**src/rtl/clock_ctrl_pkg.sv**
```systemverilog
// rtl/clock_ctrl_pkg.sv - shared types, field codes and counter widths for the clock set controller
package clock_ctrl_pkg;

    typedef enum logic [1:0] {
        RUN     = 2'd0,
        SET_HR  = 2'd1,
        SET_MIN = 2'd2,
        SET_SEC = 2'd3
    } set_state_t;

    localparam logic [1:0] FIELD_NONE = 2'd0;
    localparam logic [1:0] FIELD_HR   = 2'd1;
    localparam logic [1:0] FIELD_MIN  = 2'd2;
    localparam logic [1:0] FIELD_SEC  = 2'd3;

    localparam int TIMEOUT_W = 6;
    localparam int REPEAT_W  = 4;
    localparam int BLINK_W   = 4;

    function automatic set_state_t next_mode(input set_state_t s);
        case (s)
            RUN:     return SET_HR;
            SET_HR:  return SET_MIN;
            SET_MIN: return SET_SEC;
            default: return RUN;
        endcase
    endfunction

    function automatic logic [1:0] state_field(input set_state_t s);
        case (s)
            SET_HR:  return FIELD_HR;
            SET_MIN: return FIELD_MIN;
            SET_SEC: return FIELD_SEC;
            default: return FIELD_NONE;
        endcase
    endfunction

endpackage

```
**src/rtl/btn_edge_det.sv**
```systemverilog
// rtl/btn_edge_det.sv - press detector; a button held through reset is not a press
module btn_edge_det (
    input  logic clk,
    input  logic rst,
    input  logic btn,
    output logic press
);

    logic btn_prev;

    always_ff @(posedge clk) begin
        if (rst) begin
            btn_prev <= 1'b1;
        end else begin
            btn_prev <= btn;
        end
    end

    assign press = btn & ~btn_prev;

endmodule

```
**src/rtl/clock_set_ctrl.sv**
```systemverilog
// rtl/clock_set_ctrl.sv - front-panel set-mode controller for the hour/minute/second counters
// Optional auto-repeat of btn_inc: CLOCK_SET_AUTOREPEAT_EN
module clock_set_ctrl
    import clock_ctrl_pkg::*;
#(
    parameter int TIMEOUT_S   = 10,
    parameter int REPEAT_DLY  = 4,
    parameter int REPEAT_RATE = 1,
    parameter int BLINK_DIV   = 4
) (
    input  logic       clk,
    input  logic       rst,
    input  logic       tick_1hz,
    input  logic       tick_fast,
    input  logic       btn_mode,
    input  logic       btn_inc,
    output logic       run_en,
    output logic       inc_hr,
    output logic       inc_min,
    output logic       clr_sec,
    output logic [1:0] field,
    output logic       blink_on
);

    localparam logic [TIMEOUT_W-1:0] TO_LAST    = TIMEOUT_W'(TIMEOUT_S - 1);
    localparam logic [BLINK_W-1:0]   BLINK_LAST = BLINK_W'(BLINK_DIV - 1);

    logic mode_press;
    logic inc_press;

    btn_edge_det u_mode_edge (
        .clk   (clk),
        .rst   (rst),
        .btn   (btn_mode),
        .press (mode_press)
    );

    btn_edge_det u_inc_edge (
        .clk   (clk),
        .rst   (rst),
        .btn   (btn_inc),
        .press (inc_press)
    );

    set_state_t           state;
    set_state_t           state_nx;
    logic [TIMEOUT_W-1:0] to_cnt;
    logic [BLINK_W-1:0]   blink_cnt;
    logic                 in_set;
    logic                 timeout_hit;
    logic                 rpt_hit;
    logic                 strobe;

    assign in_set = (state != RUN);

    // A mode press landing on the final idle second still only returns to RUN.
    assign timeout_hit = in_set && tick_1hz && !btn_inc && (to_cnt == TO_LAST)
                         && (!btn_mode || mode_press);

`ifdef CLOCK_SET_AUTOREPEAT_EN
    localparam logic [REPEAT_W-1:0] RPT_DLY_C  = REPEAT_W'(REPEAT_DLY);
    localparam logic [REPEAT_W-1:0] RPT_RATE_C = REPEAT_W'(REPEAT_RATE);

    logic [REPEAT_W-1:0] rpt_cnt;
    logic                rpt_active;
    logic                rpt_live;

    assign rpt_live = btn_inc && !inc_press && !mode_press
                      && ((state == SET_HR) || (state == SET_MIN));
    assign rpt_hit  = rpt_live && tick_fast
                      && ((rpt_cnt + 1'b1) == (rpt_active ? RPT_RATE_C : RPT_DLY_C));

    always_ff @(posedge clk) begin
        if (rst || !rpt_live) begin
            rpt_cnt    <= '0;
            rpt_active <= 1'b0;
        end else if (tick_fast) begin
            if (rpt_hit) begin
                rpt_cnt    <= '0;
                rpt_active <= 1'b1;
            end else begin
                rpt_cnt <= rpt_cnt + 1'b1;
            end
        end
    end
`else
    logic unused_repeat_cfg;
    assign unused_repeat_cfg = ^{REPEAT_DLY[3:0], REPEAT_RATE[3:0]};
    assign rpt_hit = 1'b0;
`endif

    assign strobe = in_set && !mode_press && !timeout_hit && (inc_press || rpt_hit);

    always_comb begin
        state_nx = state;
        if (timeout_hit) begin
            state_nx = RUN;
        end else if (mode_press) begin
            state_nx = next_mode(state);
        end
    end

    always_ff @(posedge clk) begin
        if (rst) begin
            state     <= RUN;
            run_en    <= 1'b1;
            inc_hr    <= 1'b0;
            inc_min   <= 1'b0;
            clr_sec   <= 1'b0;
            field     <= FIELD_NONE;
            blink_on  <= 1'b1;
            blink_cnt <= '0;
            to_cnt    <= '0;
        end else begin
            state   <= state_nx;
            run_en  <= (state_nx == RUN);
            field   <= state_field(state_nx);
            inc_hr  <= strobe && (state == SET_HR);
            inc_min <= strobe && (state == SET_MIN);
            clr_sec <= strobe && (state == SET_SEC);

            // Any activity, including a held btn_inc, restarts the idle count.
            if ((state_nx != state) || !in_set || mode_press || inc_press || btn_inc) begin
                to_cnt <= '0;
            end else if (tick_1hz && !btn_mode) begin
                to_cnt <= to_cnt + 1'b1;
            end

            if ((state_nx == RUN) || (state_nx != state) || strobe) begin
                blink_on  <= 1'b1;
                blink_cnt <= '0;
            end else if (tick_fast) begin
                if (blink_cnt == BLINK_LAST) begin
                    blink_on  <= ~blink_on;
                    blink_cnt <= '0;
                end else begin
                    blink_cnt <= blink_cnt + 1'b1;
                end
            end
        end
    end

endmodule

```
**config.mk**
```make
export PLATFORM = sky130hd
export DESIGN_NAME = clock_set_ctrl
export DESIGN_NICKNAME = d
export VERILOG_FILES = /design/src/rtl/clock_ctrl_pkg.sv /design/src/rtl/btn_edge_det.sv /design/src/rtl/clock_set_ctrl.sv
export SDC_FILE = /design/constraint.sdc
export NUM_CORES = 1
export LEC_CHECK = 0
export BUFFER_PORTS_ARGS = -buffer_cell sky130_fd_sc_hd__buf_2
export CORE_MARGIN = 3
export CORE_UTILIZATION = 49
export DETAILED_ROUTE_END_ITERATION = 8
export HOLD_SLACK_MARGIN = 0.15
export PLACE_DENSITY = 0.79
export SYNTH_ARGS = -nofsm -noshare
export SYNTH_HDL_FRONTEND = slang
export SYNTH_SLANG_ARGS = --single-unit
```
**constraint.sdc**
```tcl
create_clock -name clk -period 1.9 [get_ports clk]
set_input_delay 0.38 -clock clk [delete_from_list [all_inputs] [get_ports clk]]
set_output_delay 0.38 -clock clk [all_outputs]
set_load 0.05 [all_outputs]
```
==> metrics.md <==
| Metric | Value |
|---|---|
| Status | `finished clean` |
| First-pass GRT wire length | `around 2900 um` |
| Buffers plus inverters on the worst setup path | `1` |
| Hold Buf Count CTS | `0` |
| #FFs+latches synth | `20` |
| Worst Hold End | `u_mode_edge.btn_prev$_SDFF_PP1_` |
| Die width | `a little under 50 um` |
| Filler cells | `roughly 160` |
| Sum Neg Setup Slack | `0 ps` |
| Placed Instances | `approximately 140` |
| Synth warn | `0` |
| Placed wire-length estimate | `between 1000 and 1500 um` |
| Max Cap Viol | `0` |
| Fmax | `around 540 MHz` |
| Num rows | `15` |
| Vias | `709` |
| Area Growth Syn to Fin | `17.45%` |
| Setup bufs post-CTS | `0` |
| Area share of xor/xnor cells in the synthesized design | `under 10%` |
| Critical register-to-register path startpoint | `field[0]$_SDFF_PP0_` |
| Worst Path Required | `roughly 2100 ps` |
| Register area share after synthesis | `approximately 43%` |
| Main combinational cell family by area after synthesis | `simple AND/OR/NAND/NOR gates` |
| Synth Cell Area | `just over 900 um2` |
| Complex-gate fraction of the synthesized area | `8.188%` |
| Inserted Diodes | `0` |
| Commonest cells after routing, fill and taps aside | `18 x dfxtp_1, 12 x buf_2, 8 x nor2_1` |
| First drt pass iteration count | `3` |
| Placed Instance Area | `between 0.001 and 0.0015 mm2` |
| Kind of critical path | `register to register` |
| Die footprint | `between 0.002 and 0.0025 mm2` |
| Unique cell type count in the Yosys netlist | `31` |
| CTS Sinks | `20` |
| Total CTS buffers | `3` |
| Port buffer count | `12` |
| Startpoint Class | `register` |
| Mapped Avg Cell Area | `just under 10 um2` |
| Vias per inst | `5.101` |
| Most common cell after layout, fill and taps aside | `dfxtp_1` |
| TritonCTS clock tree | `yes` |
| CTS Buffer Depth | `2` |
| Pleak | `between 0.4 and 0.5 nW` |
| Root buf cell | `clkbuf_4` |
| Number of global-route vias before repair | `685` |
| Multi-input combinational cell area | `between 500 and 600 um2` |
| Worst Hold Depth | `2` |
| Design area | `about 0.0011 mm2` |
| Critical Path End Type | `register` |
| Worst hold slack | `roughly 330 ps` |
| Reg area | `405.4 um2` |
| Post-cts resize count | `0` |
| H-tree depth | `1` |
| Core ar. | `about 0.0018 mm2` |
| Max Transition Viols Final | `0` |
| Setup violators final | `0` |
| Worst skew pair latency | `between 200 and 300 ps` |
| Hold path start | `rst` |
| Cell chain of the critical path | `inv_4 -> ha_4 -> or4b_4 -> o22ai_2 -> a221oi_2 -> or3_1` |
| Final GP Congestion | `0.8021` |
| Starting density of the core | `a little over half` |
| Layout cell share with drive strength beyond 1 | `a little over a quarter` |
| Largest net degree at the start of global routing | `12` |
| Violation count after the first detailed-route iteration | `9` |
| Overall die height | `between 40 and 50 um` |
| Initial antenna violation count | `0` |
| Number of remaining DRC errors | `0` |
| Setup slack, reg-to-reg | `between 60 and 70 ps` |
| Critical path's top delay family | `simple AND/OR/NAND/NOR gates` |
| Hold Vio Cnt, Final | `0` |
| Crit path largest cell delay | `about 530 ps` |
| Reg2Reg Depth | `6` |
| Final instance count without filler cells | `139` |
| Layout Nets | `128` |
| Min Tclk post-route | `about 1800 ps` |
| GRT Overall Usage | `14.74%` |
| I/O pin count | `13` |
| Cells after synthesis | `between 90 and 100` |
| Synth Net Count | `109` |
| Measured slew at the worst slew-check pin | `459.3 ps` |
| Max_slew headroom | `between 60 and 70%` |
| DR WL/cell | `between 10 and 15 um` |
| PwrDens | `644.6 mW/mm2` |
| Clk_skew | `8.958 ps` |
| Critical path fanouts, max | `4` |
| Grt ovf | `0` |
| Final period util | `96.67%` |
| Adder-cell share of the synthesized area | `a little under a tenth` |
| Max VDD drop | `0.4378 mV` |
| Tightest Hold Check Type | `input pin to register` |
| CTS clk-pin slew, worst paths | `between 100 and 150 ps` |
| Final WL | `approximately 1600 um` |
| Arrival time worst endpoint | `2020 ps` |
| Final ANT Viol Nets | `0` |
| Synth Area in Simple Gates | `25.23%` |
| R2R Path End | `blink_on$_SDFFE_PP1P_` |
| Critical path's slowest cell | `or4b_4` |
| Mux contribution to synthesized area | `about 3.4%` |
## worst max path at each step
stage               slack (ps)               endpoint                 from  cells past startpoint
CTS                         30  blink_on$_SDFFE_PP1P_  field[0]$_SDFF_PP0_                      6
floorplan                   30  blink_on$_SDFFE_PP1P_  field[0]$_SDFF_PP0_                      6
detailed placement          40  blink_on$_SDFFE_PP1P_  field[0]$_SDFF_PP0_                      6
global placement            70  blink_on$_SDFFE_PP1P_  field[0]$_SDFF_PP0_                      6
finish                      60  blink_on$_SDFFE_PP1P_  field[0]$_SDFF_PP0_                      6
global route                -4  blink_on$_SDFFE_PP1P_  field[0]$_SDFF_PP0_                      6
## state kept, by name, indices dropped and copies added (netlist names)
signal                flops
blink_cnt                 4
inc_hr                    1
inc_min                   1
u_inc_edge.btn_prev       1
clr_sec                   1
state                     1
to_cnt                    6
u_mode_edge.btn_prev      1
field                     2
run_en                    1
blink_on                  1
## routing by layer
layer / vias to the layer above / part of all wire [%] / GRT usage, %
met5: - / 0 / 0
met4: 0 / 1.2 / 6.912
met3: 2 / 2.5 / 2.719
met2: 7 / 46 / 24.23
met1: 333 / 50 / 18.44
li1: 367 / - / -
## report_power, final
group / total [W] / leakage (nW) / internal [W] / switching, W
combinational: 0.0000764 / 0.260 / 0.0000318 / 0.0000446
clock: 0.000202 / 0.0150 / 0.0000814 / 0.000120
sequential: 0.000428 / 0.163 / 0.000425 / 0.00000323
## layout make-up
| class | count | area share (%) |
|---|---|---|
| sequential | 20 | 37.03 |
| multi-input combinational | 69 | 47.20 |
| tap | 25 | 2.857 |
| clock buffer | 4 | 2.400 |
| timing repair buffer | 17 | 8.914 |
| inverter | 4 | 1.600 |
## cell usage after synthesis
| library cell | count | share of area (%) |
|---|---|---|
| dfxtp_1 | 20 | 43 |
| nor2_1 | 8 | 3.2 |
| ha_1 | 7 | 9.4 |
| nor3_1 | 7 | 3.8 |
| and2_1 | 6 | 4.0 |
| xor2_1 | 6 | 5.6 |
| nand2_1 | 5 | 2.0 |
| inv_1 | 4 | 1.6 |
| nand4_1 | 3 | 2.0 |
| nor3b_1 | 3 | 2.4 |
| a211oi_1 | 2 | 1.6 |
| a21oi_1 | 2 | 1.1 |
| and3_1 | 2 | 1.3 |
| mux2i_1 | 2 | 2.1 |
| nor2b_1 | 2 | 1.3 |
| xnor2_1 | 2 | 1.9 |
| a221oi_2 | 1 | 1.6 |
| a31oi_1 | 1 | 0.67 |
| buf_2 | 1 | 0.54 |
| buf_4 | 1 | 0.81 |
| clkbuf_1 | 1 | 0.40 |
| mux2_2 | 1 | 1.2 |
| nor4b_1 | 1 | 0.94 |
| nor4bb_1 | 1 | 1.1 |
| o2111ai_1 | 1 | 0.94 |
| o21ai_2 | 1 | 0.94 |
| o22ai_2 | 1 | 1.3 |
| or2_1 | 1 | 0.67 |
| or2_2 | 1 | 0.67 |
| or3_1 | 1 | 0.67 |
| or4b_1 | 1 | 1.1 |
## metrics by stage
| stage | power (W) | utilization, % | setup WS, ps |
|---|---|---|---|
| final | 0.0007057 | 62.06 | 63.20 |
| after global routing | 0.0007405 | 62.06 | -4.330 |
| after CTS | 0.0007096 | 61.70 | 27.69 |
| after detailed placement | 0.0005117 | 60.21 | 35.90 |
| after global placement | 0.0005101 | 60.21 | 68.57 |
| after floorplan | 0.0004893 | - | 33.54 |
## kinds of logic after synthesis
logic type | count (synthesis)
AOI/OAI and AO/OA | 9
muxes | 3
adders and majority gates | 7
DFF | 20
and+or+nand+nor | 42
buffers and inverters | 7
xor gates and xnor gates | 8
No activity file was read; power rests on OpenSTA's default activity.
